`config.mk`:
```
export PLATFORM = sky130hd
export DESIGN_NAME = e203_fpu_rf_sched
export DESIGN_NICKNAME = d
export VERILOG_FILES = /design/src/rtl/e203_fpu_rf_sched.sv
export SDC_FILE = /design/constraint.sdc
export NUM_CORES = 1
export LEC_CHECK = 0
export BUFFER_PORTS_ARGS = -buffer_cell sky130_fd_sc_hd__buf_2
export CORE_UTILIZATION = 45
export CTS_CLUSTER_SIZE = 28
export DETAILED_ROUTE_END_ITERATION = 8
export GPL_ROUTABILITY_DRIVEN = 0
export PLACE_DENSITY = 0.88
export SYNTH_ARGS = -nofsm -noshare
export SYNTH_HDL_FRONTEND = slang
export SYNTH_SLANG_ARGS = --single-unit
```
`constraint.sdc`:
```
create_clock -name clk -period 2.97 [get_ports clk]
set_clock_uncertainty 0.05 [all_clocks]
set_input_delay 0.1485 -clock clk [delete_from_list [all_inputs] [get_ports clk]]
set_output_delay 0.1485 -clock clk [all_outputs]
set_load 0.02 [all_outputs]
```
`src/rtl/e203_fpu_rf_sched.sv`:
```
// FPU register-file scheduler: busy scoreboard for dispatch hazards
// plus a round-robin arbiter for the single regfile write port.
module e203_fpu_rf_sched #(
  parameter int RFIDX_W = 5,
  parameter int XLEN    = 32,
  parameter int NREG    = 32
) (
  input  logic               clk,
  input  logic               rst_n,
  input  logic               disp_valid,
  output logic               disp_ready,
  input  logic [RFIDX_W-1:0] disp_rs1_idx,
  input  logic [RFIDX_W-1:0] disp_rs2_idx,
  input  logic [RFIDX_W-1:0] disp_rs3_idx,
  input  logic               disp_rs1_en,
  input  logic               disp_rs2_en,
  input  logic               disp_rs3_en,
  input  logic [RFIDX_W-1:0] disp_rd_idx,
  input  logic               disp_rd_en,
  input  logic               wb0_valid,
  output logic               wb0_ready,
  input  logic [RFIDX_W-1:0] wb0_idx,
  input  logic [XLEN-1:0]    wb0_dat,
  input  logic               wb1_valid,
  output logic               wb1_ready,
  input  logic [RFIDX_W-1:0] wb1_idx,
  input  logic [XLEN-1:0]    wb1_dat,
  output logic               wbck_dest_wen,
  output logic [RFIDX_W-1:0] wbck_dest_idx,
  output logic [XLEN-1:0]    wbck_dest_dat,
  output logic [NREG-1:0]    busy_vec,
  output logic               sb_err
);

  logic [NREG-1:0]    busy;
  logic [NREG-1:0]    busy_nxt;
  logic               rr_ptr;
  logic               set_en;
  logic               gnt_any;
  logic               contest;
  logic               err_hit;
  logic [RFIDX_W-1:0] gnt_idx;
  logic [XLEN-1:0]    gnt_dat;

  assign busy_vec = busy;

  // Source or destination still owned by an in-flight write blocks dispatch.
  assign disp_ready = ~(disp_rs1_en & busy[disp_rs1_idx])
                    & ~(disp_rs2_en & busy[disp_rs2_idx])
                    & ~(disp_rs3_en & busy[disp_rs3_idx])
                    & ~(disp_rd_en  & busy[disp_rd_idx]);

  assign set_en = disp_valid & disp_ready & disp_rd_en;

  // Uncontested requester wins; on contention rr_ptr picks the winner.
  assign contest   = wb0_valid & wb1_valid;
  assign wb0_ready = wb0_valid & (~wb1_valid | ~rr_ptr);
  assign wb1_ready = wb1_valid & (~wb0_valid |  rr_ptr);
  assign gnt_any   = wb0_ready | wb1_ready;

  // Steer the winning request onto the write port.
  always_comb begin
    gnt_idx = '0;
    gnt_dat = '0;
    unique case (1'b1)
      wb0_ready: begin
        gnt_idx = wb0_idx;
        gnt_dat = wb0_dat;
      end
      wb1_ready: begin
        gnt_idx = wb1_idx;
        gnt_dat = wb1_dat;
      end
      default: ;
    endcase
  end

  // Writing a register nobody reserved means a broken producer.
  assign err_hit = gnt_any & ~busy[gnt_idx]
                 & ~(set_en & (disp_rd_idx == gnt_idx));

  // Clear with the regfile write, then set; set wins on a tie.
  always_comb begin
    busy_nxt = busy;
    if (wbck_dest_wen)
      busy_nxt[wbck_dest_idx] = 1'b0;
    if (set_en)
      busy_nxt[disp_rd_idx] = 1'b1;
  end

  // Scoreboard, fairness pointer and sticky error.
  always_ff @(posedge clk or negedge rst_n) begin
    if (!rst_n) begin
      busy   <= '0;
      rr_ptr <= 1'b0;
      sb_err <= 1'b0;
    end else begin
      busy <= busy_nxt;
      if (contest)
        rr_ptr <= ~rr_ptr;
      if (err_hit)
        sb_err <= 1'b1;
    end
  end

  // Registered write port; idx/dat hold when idle.
  always_ff @(posedge clk or negedge rst_n) begin
    if (!rst_n) begin
      wbck_dest_wen <= 1'b0;
      wbck_dest_idx <= '0;
      wbck_dest_dat <= '0;
    end else begin
      wbck_dest_wen <= gnt_any;
      if (gnt_any) begin
        wbck_dest_idx <= gnt_idx;
        wbck_dest_dat <= gnt_dat;
      end
    end
  end

endmodule

```
=== After elaboration in Yosys (flattened, before gate mapping) ===
Index checks and enable logic that the tools add are counted.

* $lt $le $gt $ge: 8
* Equality and inequality tests: 1
* Muxes and demuxes: 18
* Bitwise gates (word level): 30
* Reduce and logical (&&, ||, !) cells: 2

{| class="wikitable"
|+ Operators by type and width
! kind !! number
|-
| $mux 32 || 2
|-
| $pmux 32 s2 || 1
|-
| $lt 5x6->1 const B || 6
|-
| $and 32x32->32 || 1
|-
| $not 32->32 || 1
|-
| $or 32x32->32 || 1
|-
| $bmux 1 s5 || 5
|-
| $and 1x1->1 || 15
|-
| $demux 1 s5 || 2
|-
| $ge 5x1->1 const B || 2
|-
| $pmux 5 s2 || 1
|-
| $not 1->1 || 9
|-
| $mux 1 || 7
|-
| $eq 5x5->1 || 1
|-
| $or 1x1->1 || 3
|-
| $logic_and 1x1->1 || 2
|}

* Register bits: 72
* Input bits: 103
* Output and inout bits: 74
* Word-level logic and storage cells: 65

=== Longest topological paths before layout ===
* Depth in word-level cells: 12
* Depth in mapped cells: 10
* Gate-level depth less buffers: 8

=== Worst setup path after synthesis ===
Ideal clock, no wire load.

* Path kind: reg2reg
* From: register busy[9], in the netlist busy_vec[9]
* To: register busy[28], in the netlist busy_vec[28]
* Arrival time: 2.738 ns
* Data required time: 2.845 ns
* Setup slack: 0.107 ns
* Cell stages (with the launch flop): 9
* Buffers on the path: 1
* Period minus slack after synthesis: 2.863 ns
* Cells stage by stage: dfrtp_1 -> mux4_1 -> mux4_2 -> a32o_1 -> a311oi_2 -> and4bb_4 -> or3b_1 -> buf_6 -> o21ai_2

* Longest elaborated chain between the ends: 10

{| class="wikitable"
|+ Ends and longest elaborated chain
! what !! line !! RTL
|-
| from (decl) || 35 || <nowiki>logic [NREG-1:0] busy;</nowiki>
|-
| from (signal assigned) || 98 || <nowiki>busy <= busy_nxt;</nowiki>
|-
| $bmux 1 s5 (on tied branches) || 48, 49 ||
|-
| $mux 1 (on tied branches) || 48, 49 ||
|-
| $and 1x1->1 (on tied branches) || 48, 49 ||
|-
| $not 1->1 (on tied branches) || 48, 49 ||
|-
| $and 1x1->1 || 49 || <nowiki>& ~(disp_rs2_en & busy[disp_rs2_idx])</nowiki>
|-
| $and 1x1->1 || 50 || <nowiki>& ~(disp_rs3_en & busy[disp_rs3_idx])</nowiki>
|-
| $and 1x1->1 * || 51 || <nowiki>& ~(disp_rd_en & busy[disp_rd_idx]);</nowiki>
|-
| $and 1x1->1 * (2 in series) || 53 || <nowiki>assign set_en = disp_valid & disp_ready & disp_rd_en;</nowiki>
|-
| $mux 32 * || 87 || <nowiki>if (set_en)</nowiki>
|-
| net busy_nxt[28] || 36 || <nowiki>logic [NREG-1:0] busy_nxt;</nowiki>
|}

The timed path passes the listed nets; every way through them passes the cells marked *. The select of a mux whose other input is x is not followed.
A chain may end at the register's enable or synchronous reset.

=== Final worst setup path ===
* From: register busy[7], in the netlist busy_vec[7]
* To: register busy[8], in the netlist busy_vec[8]

Same word-level chain as after synthesis.

==> summary.log <==
[synth] Yosys reg bits 72
[global_routing] busiest metal layer after global routing met2
[min_path] worst hold path depth 3
[timing] Final period util 99.66%
[power] static leakage 2.984 nW
[cells_and_area] ant diodes 0
[critical_path] path length in cells of the critical path 8
[detailed_routing] via count of the routed design 5153
[power] PnR Total Power 0.005297 W
[cells_and_area] number of inserted filler cells in the final layout 767
[clocking] clock tree from TritonCTS built
[synth] most instantiated cells after synthesis 72 x sky130_fd_sc_hd__dfrtp_1, 68 x sky130_fd_sc_hd__nor2_1, 56 x sky130_fd_sc_hd__o21ai_0, 44 x sky130_fd_sc_hd__o22ai_1, 38 x sky130_fd_sc_hd__mux2i_1
[global_routing] largest net degree at the start of global routing 39
[power] sequential power share 32.7%
[global_routing] leftover overflow at the end of global routing 0
[global_routing] met1 GRT Util 37.12%
[detailed_routing] routed wirelength normalized by instance count 20.71 µm
[floorplan] total die area 11060 µm²
[global_routing] overall global routing resource usage 31.30%
[synth] area share of the leading cell type in the synthesized netlist 37.61%
[global_routing] vias in the first global route 5156
[timing] Tightest Pin Transition 0.8401 ns
[critical_path] first element of the critical path busy_vec[7]$_DFF_PN0_
[clocking] number of clock sinks 72
[synth] Main synth FF type sky130_fd_sc_hd__dfrtp_1
[clocking] Clock H-tree levels 3
[detailed_routing] final routed DRC violation total 0
[critical_path] Critical Path Sink Type flip-flop
[timing] Final Critical Period 2.960 ns
[place] number of port buffers 176
[power] share of total power in the clock network 13.8%
[critical_path] cell with the largest stage delay on the worst path sky130_fd_sc_hd__mux4_2
[detailed_routing] TritonRoute pass-1 iters 7
[power] worst IR drop on VDD 0.4331 mV
[floorplan] Starting Density 46.41%
[power] Int Pwr 0.002982 W
[clocking] Skew-Pair Late Insertion Delay 0.35 ns
[min_path] type of the tightest min-delay check in2reg
[min_path] Hold Startpoint wb1_dat[31]
[critical_path] worst reg2reg startpoint busy_vec[7]$_DFF_PN0_
[floorplan] Die X 105.2 µm
[critical_path] start-to-end type of the worst setup path reg2reg
[power] net switching share of the total power 43.70%
[status] run status finished, final reports clean
[detailed_routing] DR vias/cell 6.246
[critical_path] signal arrival time at the worst endpoint 3.19 ns
[cells_and_area] Total Nets Final 789
[critical_path] series of cell instances along the critical path mux4_2, mux4_2, a32o_2, a311oi_2, and4bb_4, or3b_1, buf_6, o21ai_2
[job] Maximum Capacitance Violations 0
[timing] unrepaired setup endpoints after global routing true
[synth] Post-synth EDFFs 0
[synth] count of synthesis-stage warnings from yosys 0
[power] pwr/cell area 815.9 nW/µm²
[detailed_routing] first-iteration detailed-routing DRC count 458
[clocking] total CTS buffers 9
[synth] cells taking the most area after synthesis sky130_fd_sc_hd__dfrtp_1 38%, sky130_fd_sc_hd__mux4_2 11%, sky130_fd_sc_hd__mux2_2 8.0%, sky130_fd_sc_hd__mux2i_1 7.9%, sky130_fd_sc_hd__o21ai_0 5.9%
[clocking] clock slew seen by the registers of the worst setup and hold paths 0.08 ns
[synth] Cell variety after synth 43
[critical_path] cell type group with the largest total delay on the critical path multiplexers
[critical_path] required time of the critical path 3.20 ns
[global_routing] met3 Use GR 7.923%
[synth] post-synthesis cell area 4791 µm²
[timing] number of hold violations in the final report 0
[critical_path] Most Frequent Cell on Critical Path sky130_fd_sc_hd__mux4_2
[cells_and_area] layout overhead on the synthesized area 35.52%
[floorplan] top-level I/O count 177
[critical_path] Bufs and invs on worst path 1
[synth] Mapped Nets 564
[global_routing] GR met2 Demand/Resource 52.07%
[detailed_routing] number of nets still failing antenna checks after routing 0
[timing] final total negative setup slack 0 ns
[synth] number of instances in the synthesized netlist 461
[synth] dominant cell by count in the synthesized netlist sky130_fd_sc_hd__dfrtp_1
[timing] highest clock frequency the design can meet 337.9 MHz
[critical_path] top fanout value on the critical path 8
[cells_and_area] share of post-route cells with drive strength above 1 44.56%
[power] fraction of power consumed by combinational cells 53.4%
[timing] max-slew violations 0
[timing] relative slew slack 43.99%
[critical_path] Critical Path Source Type flip-flop
[floorplan] cell row count 37
[synth] fraction of the yosys area taken by sequential cells 37.61%
[place] placed wire-length estimate after detailed placement 11660 µm
[timing] final setup violating endpoints 0
[synth] FFs w/ async S/R, synth 100.0%
[power] net switching power 0.002315 W
[clocking] CTS root buffer sky130_fd_sc_hd__clkbuf_8
[detailed_routing] WL final 17080 µm
[floorplan] Chip Height 105.2 µm
[critical_path] delay of the slowest critical-path stage 0.48 ns
[floorplan] placeable core region 10320 µm²
[global_routing] number of antenna violations at the first check in global routing 0
[clocking] CTS Buffer Depth 2
[synth] cell taking the most area after synthesis sky130_fd_sc_hd__dfrtp_1
[critical_path] number of cell instances on the worst register-to-register path 8
[synth] syn_area_per_cell 10.39 µm²
[global_routing] first-pass GRT wire length 26610 µm
==> cell usage in the layout, fill, tap and decap left out, types with 18 or more instances in the layout <==
cell type / netlist / layout
sky130_fd_sc_hd__mux4_2: 24 / 27
sky130_fd_sc_hd__mux2i_1: 38 / 38
sky130_fd_sc_hd__o22ai_1: 44 / 44
sky130_fd_sc_hd__mux2_2: 34 / 34
sky130_fd_sc_hd__dfrtp_1: 72 / 71
sky130_fd_sc_hd__dlygate4sd3_1: 0 / 31
sky130_fd_sc_hd__nor2_1: 68 / 68
sky130_fd_sc_hd__o21ai_0: 56 / 47
sky130_fd_sc_hd__nand2_1: 18 / 18
sky130_fd_sc_hd__buf_4: 0 / 36
sky130_fd_sc_hd__buf_2: 2 / 176
==> cell families (layout without fill, tap and decap cells) <==
logic type / Yosys count / after routing / synth area share [%]
XOR/XNOR: 6 / 6 / 1.097
flip-flops: 72 / 72 / 37.61
AND/OR/NAND/NOR: 125 / 125 / 12.61
buffers and inverters: 34 / 262 / 3.030
multiplexers: 101 / 101 / 29.96
AO/OA/AOI/OAI: 123 / 123 / 15.70
==> registers in the layout (all words and copies together), names as in the netlist <==
| signal | cells |
|---|---|
| rr_ptr | 1 |
| wbck_dest_wen | 1 |
| wbck_dest_idx | 5 |
| wbck_dest_dat | 32 |
| busy_vec | 32 |
| sb_err | 1 |
==> worst paths after layout <==
kind,end,slack [ns]
worst max-delay path,busy_vec[8]$_DFF_PN0_,0.01
worst min-delay path,wbck_dest_dat[31]$_DFFE_PN0P_,0.02
worst max register to register,busy_vec[8]$_DFF_PN0_,0.01
worst min register to register,rr_ptr$_DFFE_PN0P_,0.46
max in group asynchronous,busy_vec[7]$_DFF_PN0_,1.78
min in group asynchronous,wbck_dest_dat[2]$_DFFE_PN0P_,0.38
==> stage by stage <==
stage	cell area, µm²	hold WS (ns)	utilization (%)	worst slack (ns)	instances
2_1_floorplan	4791	-0.1971	-	0.1067	461
3_3_place_gp	5976	0.2289	57.88	0.1021	775
3_5_place_dp	5976	0.2414	57.88	-0.002845	775
4_1_cts	6445	0.0006437	62.43	0.007039	819
5_1_grt	6492	0.008460	62.89	-0.05952	825
6_report	6492	0.02019	62.89	0.01018	825
==> per-layer routing <==
| metal | part of all wire [%] | vias to the layer above |
|---|---|---|
| met5 | 0 | - |
| met4 | 5.2 | 0 |
| met3 | 11 | 85 |
| met2 | 48 | 386 |
| li1 | - | 2195 |
| met1 | 35 | 2487 |
==> worst register-to-register path, cell delays in order (launching register included) <==
cell	delay, ns
sky130_fd_sc_hd__dfrtp_2	0.42
sky130_fd_sc_hd__mux4_2	0.48
sky130_fd_sc_hd__mux4_2	0.47
sky130_fd_sc_hd__a32o_2	0.24
sky130_fd_sc_hd__a311oi_2	0.30
sky130_fd_sc_hd__and4bb_4	0.29
sky130_fd_sc_hd__or3b_1	0.36
sky130_fd_sc_hd__buf_6	0.17
sky130_fd_sc_hd__o21ai_2	0.12
==> timing repair <==
item	in CTS	in global routing
hold endpoints to repair	63	1
pin swaps	0	3
hold buffers	30	1
endpoints found under the setup margin	1	34
gates cloned	0	0
gates resized for setup	1	15
setup buffers	0	5
==> power groups by stage <==
stage                     sequential (W)  clock, W  combinational (W)
final                            0.00173  0.000733            0.00283
after global routing             0.00177  0.000785            0.00301
after CTS                        0.00172  0.000735            0.00272
after detailed placement         0.00173         0            0.00268
after global placement           0.00168         0            0.00260
after floorplan                  0.00208         0            0.00122
==> area by class of cell <==
class / count / area (µm²) / area share (%)
multi-input combinational: 355 / 2846 / 43.84
sequential: 72 / 1803 / 27.77
timing repair buffer: 245 / 1493 / 22.99
tap: 136 / 170.2 / 2.621
clock buffer: 13 / 138.9 / 2.139
clock inverter: 1 / 30.03 / 0.4625
inverter: 3 / 11.26 / 0.1734
No activity file was read; power rests on OpenSTA's default activity.
